===== config.mk =====
export PLATFORM = sky130hd
export DESIGN_NAME = adder_share_arb
export DESIGN_NICKNAME = d
export VERILOG_FILES = /design/src/rtl/adder_arb_pkg.sv /design/src/rtl/Adder_32bits.sv /design/src/rtl/rr_arbiter.sv /design/src/rtl/adder_share_arb.sv
export SDC_FILE = /design/constraint.sdc
export NUM_CORES = 1
export LEC_CHECK = 0
export BUFFER_PORTS_ARGS = -buffer_cell sky130_fd_sc_hd__buf_2
export CAP_MARGIN = 40
export CORE_MARGIN = 3
export CORE_UTILIZATION = 37
export CTS_CLUSTER_DIAMETER = 30
export DETAILED_ROUTE_END_ITERATION = 8
export GPL_TIMING_DRIVEN = 1
export PLACE_DENSITY = 0.76
export SKIP_LAST_GASP = 1
export SYNTH_ARGS = -nofsm -noshare
export SYNTH_HDL_FRONTEND = slang
export SYNTH_SLANG_ARGS = --single-unit

===== constraint.sdc =====
create_clock -name clk -period 24.1 [get_ports clk]
set_input_delay 2.41 -clock clk [delete_from_list [all_inputs] [get_ports clk]]
set_output_delay 2.41 -clock clk [all_outputs]
set_load 0.02 [all_outputs]

===== src/rtl/adder_arb_pkg.sv =====
// Shared parameters and FSM encoding for the shared-adder arbiter.
package adder_arb_pkg;

    localparam int NUM_REQ = 4;
    localparam int WIDTH   = 32;
    localparam int ID_W    = $clog2(NUM_REQ);

    typedef enum logic {
        EMPTY = 1'b0,
        FULL  = 1'b1
    } state_t;

endpackage


===== src/rtl/Adder_32bits.sv =====
// Team 32-bit ripple-carry adder; purely combinational.
module Adder_32bits (
    input  logic [31:0] a_in,
    input  logic [31:0] b_in,
    input  logic        c_in,
    output logic [31:0] sum_o,
    output logic        c_o
);

    logic [32:0] c;

    assign c[0] = c_in;

    for (genvar i = 0; i < 32; i++) begin : g_bit
        assign sum_o[i] = a_in[i] ^ b_in[i] ^ c[i];
        assign c[i+1]   = (a_in[i] & b_in[i]) | (c[i] & (a_in[i] ^ b_in[i]));
    end

    assign c_o = c[32];

endmodule


===== src/rtl/rr_arbiter.sv =====
// Combinational round-robin arbiter: first set request at or above ptr, wrapping.
module rr_arbiter #(
    parameter int NUM_REQ = adder_arb_pkg::NUM_REQ,
    localparam int ID_W   = $clog2(NUM_REQ)
) (
    input  logic [NUM_REQ-1:0] req,
    input  logic [ID_W-1:0]    ptr,
    output logic [NUM_REQ-1:0] gnt_onehot,
    output logic [ID_W-1:0]    gnt_id,
    output logic               any
);

    logic [ID_W-1:0] idx;

    // NUM_REQ is a power of two, so ID_W-bit addition wraps the search for free.
    always_comb begin
        gnt_onehot = '0;
        gnt_id     = '0;
        any        = 1'b0;
        idx        = '0;
        for (int k = 0; k < NUM_REQ; k++) begin
            idx = ptr + ID_W'(k);
            if (!any && req[idx]) begin
                any             = 1'b1;
                gnt_id          = idx;
                gnt_onehot[idx] = 1'b1;
            end
        end
    end

endmodule


===== src/rtl/adder_share_arb.sv =====
// Shares one 32-bit adder among NUM_REQ requesters with round-robin arbitration
// and a single-entry registered response channel tagged with the requester ID.
module adder_share_arb
    import adder_arb_pkg::*;
#(
    parameter int NUM_REQ = adder_arb_pkg::NUM_REQ,
    parameter int WIDTH   = adder_arb_pkg::WIDTH,
    parameter int ID_W    = $clog2(NUM_REQ)
) (
    input  logic                     clk,
    input  logic                     rst_n,
    input  logic [NUM_REQ-1:0]       req_valid,
    output logic [NUM_REQ-1:0]       req_ready,
    input  logic [NUM_REQ*WIDTH-1:0] req_a,
    input  logic [NUM_REQ*WIDTH-1:0] req_b,
    input  logic [NUM_REQ-1:0]       req_cin,
    output logic                     rsp_valid,
    input  logic                     rsp_ready,
    output logic [WIDTH-1:0]         rsp_sum,
    output logic                     rsp_cout,
    output logic [ID_W-1:0]          rsp_id
);

    state_t             state;
    logic [ID_W-1:0]    rr_ptr;
    logic [NUM_REQ-1:0] gnt_onehot;
    logic [ID_W-1:0]    gnt_id;
    logic               gnt_any;
    logic               can_accept;
    logic               xfer;
    logic [WIDTH-1:0]   op_a;
    logic [WIDTH-1:0]   op_b;
    logic               op_cin;
    logic [WIDTH-1:0]   add_sum;
    logic               add_cout;

    rr_arbiter #(.NUM_REQ(NUM_REQ)) u_arb (
        .req        (req_valid),
        .ptr        (rr_ptr),
        .gnt_onehot (gnt_onehot),
        .gnt_id     (gnt_id),
        .any        (gnt_any)
    );

    // rst_n gating keeps req_ready low for the whole reset interval.
    assign can_accept = rst_n & ((state == EMPTY) | (rsp_valid & rsp_ready));
    assign req_ready  = can_accept ? gnt_onehot : '0;
    assign xfer       = can_accept & gnt_any;

    always_comb begin
        op_a   = '0;
        op_b   = '0;
        op_cin = 1'b0;
        for (int i = 0; i < NUM_REQ; i++) begin
            if (gnt_onehot[i]) begin
                op_a   = req_a[i*WIDTH +: WIDTH];
                op_b   = req_b[i*WIDTH +: WIDTH];
                op_cin = req_cin[i];
            end
        end
    end

    Adder_32bits u_add (
        .a_in  (op_a),
        .b_in  (op_b),
        .c_in  (op_cin),
        .sum_o (add_sum),
        .c_o   (add_cout)
    );

    always_ff @(posedge clk or negedge rst_n) begin
        if (!rst_n) begin
            state     <= EMPTY;
            rr_ptr    <= '0;
            rsp_valid <= 1'b0;
            rsp_sum   <= '0;
            rsp_cout  <= 1'b0;
            rsp_id    <= '0;
        end else begin
            if (xfer) begin
                state     <= FULL;
                rr_ptr    <= gnt_id + ID_W'(1);
                rsp_valid <= 1'b1;
                rsp_sum   <= add_sum;
                rsp_cout  <= add_cout;
                rsp_id    <= gnt_id;
            end else begin
                case (state)
                    EMPTY: state <= EMPTY;
                    FULL: begin
                        // Drained with nothing to refill; payload left stale.
                        if (rsp_ready) begin
                            state     <= EMPTY;
                            rsp_valid <= 1'b0;
                        end
                    end
                    default: begin
                        state     <= EMPTY;
                        rsp_valid <= 1'b0;
                    end
                endcase
            end
        end
    end

endmodule


## Yosys cells after proc, flatten, opt, wreduce, memory -nomap -nowiden

Cells that the tools add are included.

- Input port bits: 267
- Register bits: 39
- Output and inout bits: 40
- Logic and storage cells: 246

- Multiplexer cells: 47
- Magnitude comparators: 8
- Bitwise operators: 168
- $add $sub $neg: 4
- Reductions and logical operators: 13

Operators by type and width:

| kind | count |
|---|---|
| $mux W32 | 8 |
| $and A1 B1 Y1 | 67 |
| $xor A1 B1 Y1 | 64 |
| $or A1 B1 Y1 | 33 |
| $mux W1 | 21 |
| $mux W4 | 5 |
| $lt A2 B3 Y1 const B | 4 |
| $or A4 B4 Y4 | 3 |
| $bmux W1 S2 | 4 |
| $demux W1 S2 | 4 |
| $ge A2 B1 Y1 const B | 4 |
| $mux W2 | 4 |
| $logic_and A1 B1 Y1 | 7 |
| $add A2 B1 Y2 const B | 2 |
| $add A2 B2 Y2 const B | 2 |
| $reduce_bool A2 Y1 | 2 |
| $logic_not A1 Y1 | 3 |
| $pmux W1 S2 | 1 |
| $reduce_and A2 Y1 | 1 |
| $not A1 Y1 | 1 |

## Longest topological paths before layout

- Word-level depth: 81
- Gate-level depth with buffers: 49
- Gate-level depth less buffers: 44

## Modules after synthesis

Synthesis repeated with hierarchy kept, for this count alone.

- Cell total of the unflattened synthesis: 489
- Area, all modules: 4732.0 sq um

By module, submodules not included:

| module | sequential area each (sq um) | area each (sq um) | cells each | instances |
|---|---|---|---|---|
| adder_share_arb | 975.9 | 3632.2 | 402 | 1 |
| Adder_32bits | 0.0 | 678.2 | 42 | 1 |
| rr_arbiter | 0.0 | 421.7 | 45 | 1 |

## Worst setup path before layout

OpenSTA, ideal clock, no wires.

- Path kind: in2reg
- Start: input req_valid[3]
- End: register rsp_sum[31]
- Buffers on the path: 3
- Library setup time: 0.125 ns
- Arrival time: 17.901 ns
- Slack: 6.074 ns
- Required time: 23.975 ns
- Stages: 45
- Cell sequence: buf_6 > mux2_2 > or4b_1 > a32o_1 > a221oi_2 > buf_4 > buf_6 > a22o_4 > o221ai_2 > fa_1 > fa_1 > fa_1 > fa_1 > fa_1 > fa_1 > fa_1 > fa_1 > fa_1 > [9 not listed] > inv_1 > fa_1 > fa_1 > fa_1 > fa_1 > fa_1 > fa_1 > fa_1 > fa_1 > fa_1 > fa_1 > fa_1 > fa_1 > fa_1 > fa_1 > inv_1 > fa_1 > mux2_2

- Cells in the longest elaborated chain, start to end: 80
- Elaborated cells on any way between the ends: 164
- Classes of those cells: mux (28); bitwise (130); reduce/logical (6)

Ends and longest elaborated chain:

| item | RTL line | source |
|---|---|---|
| start: declaration | adder_share_arb.sv:12 | `input logic [NUM_REQ-1:0] req_valid,` |
| $bmux W1 S2 | rr_arbiter.sv:23 | `if (!any && req[idx]) begin` |
| $mux W1 (not written as such) | rr_arbiter.sv:23 |  |
| $mux W1 | rr_arbiter.sv:23 |  |
| $logic_not A1 Y1 | rr_arbiter.sv:23 |  |
| $logic_and A1 B1 Y1 | rr_arbiter.sv:23 |  |
| $mux W1 | rr_arbiter.sv:23 |  |
| $logic_not A1 Y1 | rr_arbiter.sv:23 |  |
| $logic_and A1 B1 Y1 | rr_arbiter.sv:23 |  |
| [65 not listed] | - |  |
| $and A1 B1 Y1 | Adder_32bits.sv:16 | `assign c[i+1] = (a_in[i] & b_in[i]) \| (c[i] & (a_in[i] ^ b_in[i]));` |
| $or A1 B1 Y1 | Adder_32bits.sv:16 |  |
| $and A1 B1 Y1 | Adder_32bits.sv:16 |  |
| $or A1 B1 Y1 | Adder_32bits.sv:16 |  |
| $and A1 B1 Y1 | Adder_32bits.sv:16 |  |
| $or A1 B1 Y1 | Adder_32bits.sv:16 |  |
| $xor A1 B1 Y1 (*) | Adder_32bits.sv:15 | `assign sum_o[i] = a_in[i] ^ b_in[i] ^ c[i];` |
| named net add_sum[31] | adder_share_arb.sv:34 | `logic [WIDTH-1:0] add_sum;` |
| end signal: assignment | adder_share_arb.sv:84 | `rsp_sum <= add_sum;` |
| end: declaration | adder_share_arb.sv:19 | `output logic [WIDTH-1:0] rsp_sum,` |

The timed path passes the listed nets; every way through them passes the cells marked *. The select of a mux whose other input is x is not followed.
A chain may end at the register's enable or synchronous reset.

## Final worst setup path

Same ends and word-level chain as after synthesis.

==> implementation parameters <==
Parameter                              Value

STA
  Final count of pins violating max slew    0
  Final Setup Violations    0
  Slew margin rel.    51.29%
  Setup skew after layout    0.004395 ns
  Final hold violations    0
  Worst Max-Slew Pin Slew    0.7306 ns
  Post-layout min period    18.85 ns
  Total negative slack    0 ns
  Portion of the clock cycle consumed by the worst path in the final layout    78.20%
  Max frequency    53.06 MHz
  Unrepaired setup endpoints after global routing    no

Synth
  Synthesized netlist cell count    564
  Fraction of registers with async set or reset after synthesis    100.0%
  Sequential area share after synthesis    17.53%
  Distinct cell type count after synthesis    45
  Avg Synthesized Cell Area    9.872 µm²
  Flip-flop and latch count after synthesis    39
  Portion of synthesized cell area occupied by the leading cell type    17.53%
  Most instantiated cells after synthesis    73 x sky130_fd_sc_hd__nor2_1, 66 x sky130_fd_sc_hd__o211ai_1, 50 x sky130_fd_sc_hd__a22o_4, 50 x sky130_fd_sc_hd__o221ai_2, 41 x sky130_fd_sc_hd__nand2_1
  Netlist area before placement    5568 µm²
  Cell type contributing the most total cell area after synthesis    sky130_fd_sc_hd__dfrtp_1
  Cell with the most instances after synthesis    sky130_fd_sc_hd__nor2_1
  Number of nets in the synthesized netlist    870
  Area contributors post-synth    sky130_fd_sc_hd__dfrtp_1 18%, sky130_fd_sc_hd__a22o_4 16%, sky130_fd_sc_hd__o221ai_2 13%, sky130_fd_sc_hd__fa_1 12%, sky130_fd_sc_hd__o211ai_1 8.9%
  Most used flip-flop cell after synthesis    sky130_fd_sc_hd__dfrtp_1
  Warnings, synthesis    0
  Number of enable flip-flop cells after synthesis    0

Worst setup path
  Crit Reg-Reg Endpoint    rsp_sum[31]
  Worst Setup End Kind    flop
  Launch point of the critical path    req_valid[3]
  Slowest stage cell on the critical path    sky130_fd_sc_hd__buf_4
  Startpoint kind of the worst setup timing path    input port
  Setup slack, reg-to-reg    6.08 ns
  Endpoint arrival time on the critical path    19.02 ns
  Number of cells traversed by the worst register-to-register path    45
  Max Fanout on Critical Path    67
  Worst endpoint required time    24.27 ns
  Worst Setup EP    rsp_sum[31]
  Max incr delay on CP    0.60 ns
  Worst R2R Start    rr_ptr[0]
  Kind of critical path    input port to flop
  Most frequent cell on the critical path    sky130_fd_sc_hd__fa_1

CTS
  Sink Count    39
  Clock latency on the worst-skew pair    0.29 ns
  Number of gates resized after cts    0
  TritonCTS buffer count    5
  Clock-pin slew on the worst setup and hold paths    0.06 ns
  Clock Tree Root    sky130_fd_sc_hd__clkbuf_16
  TritonCTS clock tree    done
  H-tree depth    2
  CTS max path bufs    2
  Setup bufs post-CTS    0
  Number of hold buffers added after CTS    0

Floorplanning
  Floorplan die width    128.7 µm
  Height of the chip    128.7 µm
  Cell Rows    44
  Boundary Pins    307
  Initial core utilization    38.02%
  CORE AREA    14640 µm²
  Floorplan die area    16560 µm²

Power and ir drop
  Power density relative to cell area    205.2 nW/µm²
  Peak supply drop    0.1059 mV
  Leakage power summed over all cells    3.282 nW

Route
  DR DRC count    0
  Overall via count from detail_route    5752
  Wire length per cell    20.81 µm
  First drt pass iteration count    5
  Post-detailed-route count of antenna-violating nets    0
  Starting DRT DRC Count    312
  Total wire length    20.86 mm
  Detail-routed via count per cell    5.741

Global routing
  Global-route congestion overflow total    0
  Number of antenna violations at the first check in global routing    1
  Number of global-route vias before repair    5522
  Wire length of the first global-routing pass    30.44 mm
  Maximum number of pins on one net before global-route repair    73
  All-layer global routing usage    23.87%

Placement
  Placer Congestion    0.9178
  Half-perimeter wire length of the detailed placement result    16.43 mm
  Number of buffers added on ports    306

Cells and area
  Area grow syn2layout    31.37%
  Layout net count    1123
  Core Util, Final    49.95%
  Antenna Cells    0
  Fraction of layout instances using a drive strength above 1    54.65%

Run status
  Outcome    finished clean

Worst hold path
  Hold/Removal Path Class    flop to flop
  Hold_sp    rsp_sum[9]

Job
  # Max-Cap Violations    0
## where the power goes
group / total, mW / internal, mW / switching, mW / leakage [nW]
clock network: 0.0806 / 0.0516 / 0.0290 / 0.0868
logic: 1.29 / 0.552 / 0.741 / 2.72
registers: 0.127 / 0.104 / 0.0229 / 0.476
total: 1.50 / 0.707 / 0.793 / 3.28
## logic make-up (layout without fill, tap and decap cells)
logic type                 count (synthesis)  after routing  synth area share [%]
DFF                                       39             39                 17.53
buffers and inverters                     81            335                 6.876
adders and majority gates                 39             39                 13.08
AOI/OAI and AO/OA                        261            261                 49.93
and+or+nand+nor                          132            132                 9.888
xor gates and xnor gates                   1              1                0.1573
muxes                                     11             11                 2.539
## final cells by class
class,count,area (µm²)
Sequential cell,39,975.9
Tap cell,184,230.2
Fill cell,1385,7330
Clock inverter,2,35.03
Clock buffer,6,138.9
Inverter,9,33.78
Timing Repair Buffer,318,1634
Multi-Input combinational cell,444,4267
## critical path: cells and delay by family
| kind | cells | cell delay (ns) |
|---|---|---|
| buffers and inverters | 6 | 1.59 |
| AO/OA/AOI/OAI | 3 | 0.67 |
| AND/OR/NAND/NOR | 3 | 1.13 |
| adder cells (fa/ha/maj) | 31 | 12.97 |
| multiplexers | 1 | 0.26 |
## sequential cells by signal (all words and copies together), names as in the netlist
| name | cells |
|---|---|
| rsp_valid | 1 |
| rsp_id | 2 |
| rr_ptr | 2 |
| state | 1 |
| rsp_cout | 1 |
| rsp_sum | 32 |
## per-layer routing
metal | up-vias | global-route usage (%) | part of all wire (%)
met5 | - | 0 | 0.062
met4 | 2 | 6.980 | 2.6
met3 | 40 | 5.978 | 8.9
met2 | 290 | 41.77 | 50
met1 | 2714 | 28.96 | 39
li1 | 2706 | - | -
## through the flow
step | worst slack [ns] | hold slack (ns) | std cells | area [µm²] | power (mW)
finish | 5.255 | 0.4780 | 1002 | 7315 | 1.501
global route | 4.554 | 0.4984 | 1002 | 7315 | 1.662
CTS | 5.168 | 0.4803 | 1002 | 7315 | 1.524
detailed placement | 4.880 | 0.4670 | 994 | 7141 | 1.438
global placement | 5.084 | 0.4584 | 993 | 7121 | 1.419
floorplan | 6.074 | 0.5184 | 564 | 5568 | 1.115
## layout by cell type (no fill, tap or decap), types with 15 or more instances in the layout
| cell | netlist | routed |
|---|---|---|
| sky130_fd_sc_hd__nand2_1 | 41 | 40 |
| sky130_fd_sc_hd__a22o_4 | 50 | 50 |
| sky130_fd_sc_hd__dfrtp_1 | 39 | 39 |
| sky130_fd_sc_hd__o211ai_1 | 66 | 66 |
| sky130_fd_sc_hd__o21ai_0 | 38 | 38 |
| sky130_fd_sc_hd__nor2_1 | 73 | 73 |
| sky130_fd_sc_hd__fa_1 | 32 | 32 |
| sky130_fd_sc_hd__buf_2 | 24 | 306 |
| sky130_fd_sc_hd__a22o_1 | 16 | 15 |
| sky130_fd_sc_hd__o221ai_2 | 50 | 50 |
## how the worst min path moves through the flow
stage / endpoint / slack (ns) / cells after the start
after CTS: rsp_sum[25] / 0.48 / 2
after detailed placement: rsp_sum[25] / 0.47 / 2
final: rsp_sum[9] / 0.48 / 2
after floorplan: rsp_valid / 0.52 / 3
after global placement: rsp_sum[28] / 0.46 / 2
after global routing: rsp_id[1] / 0.50 / 2
Power figures use the tool's default switching activity.
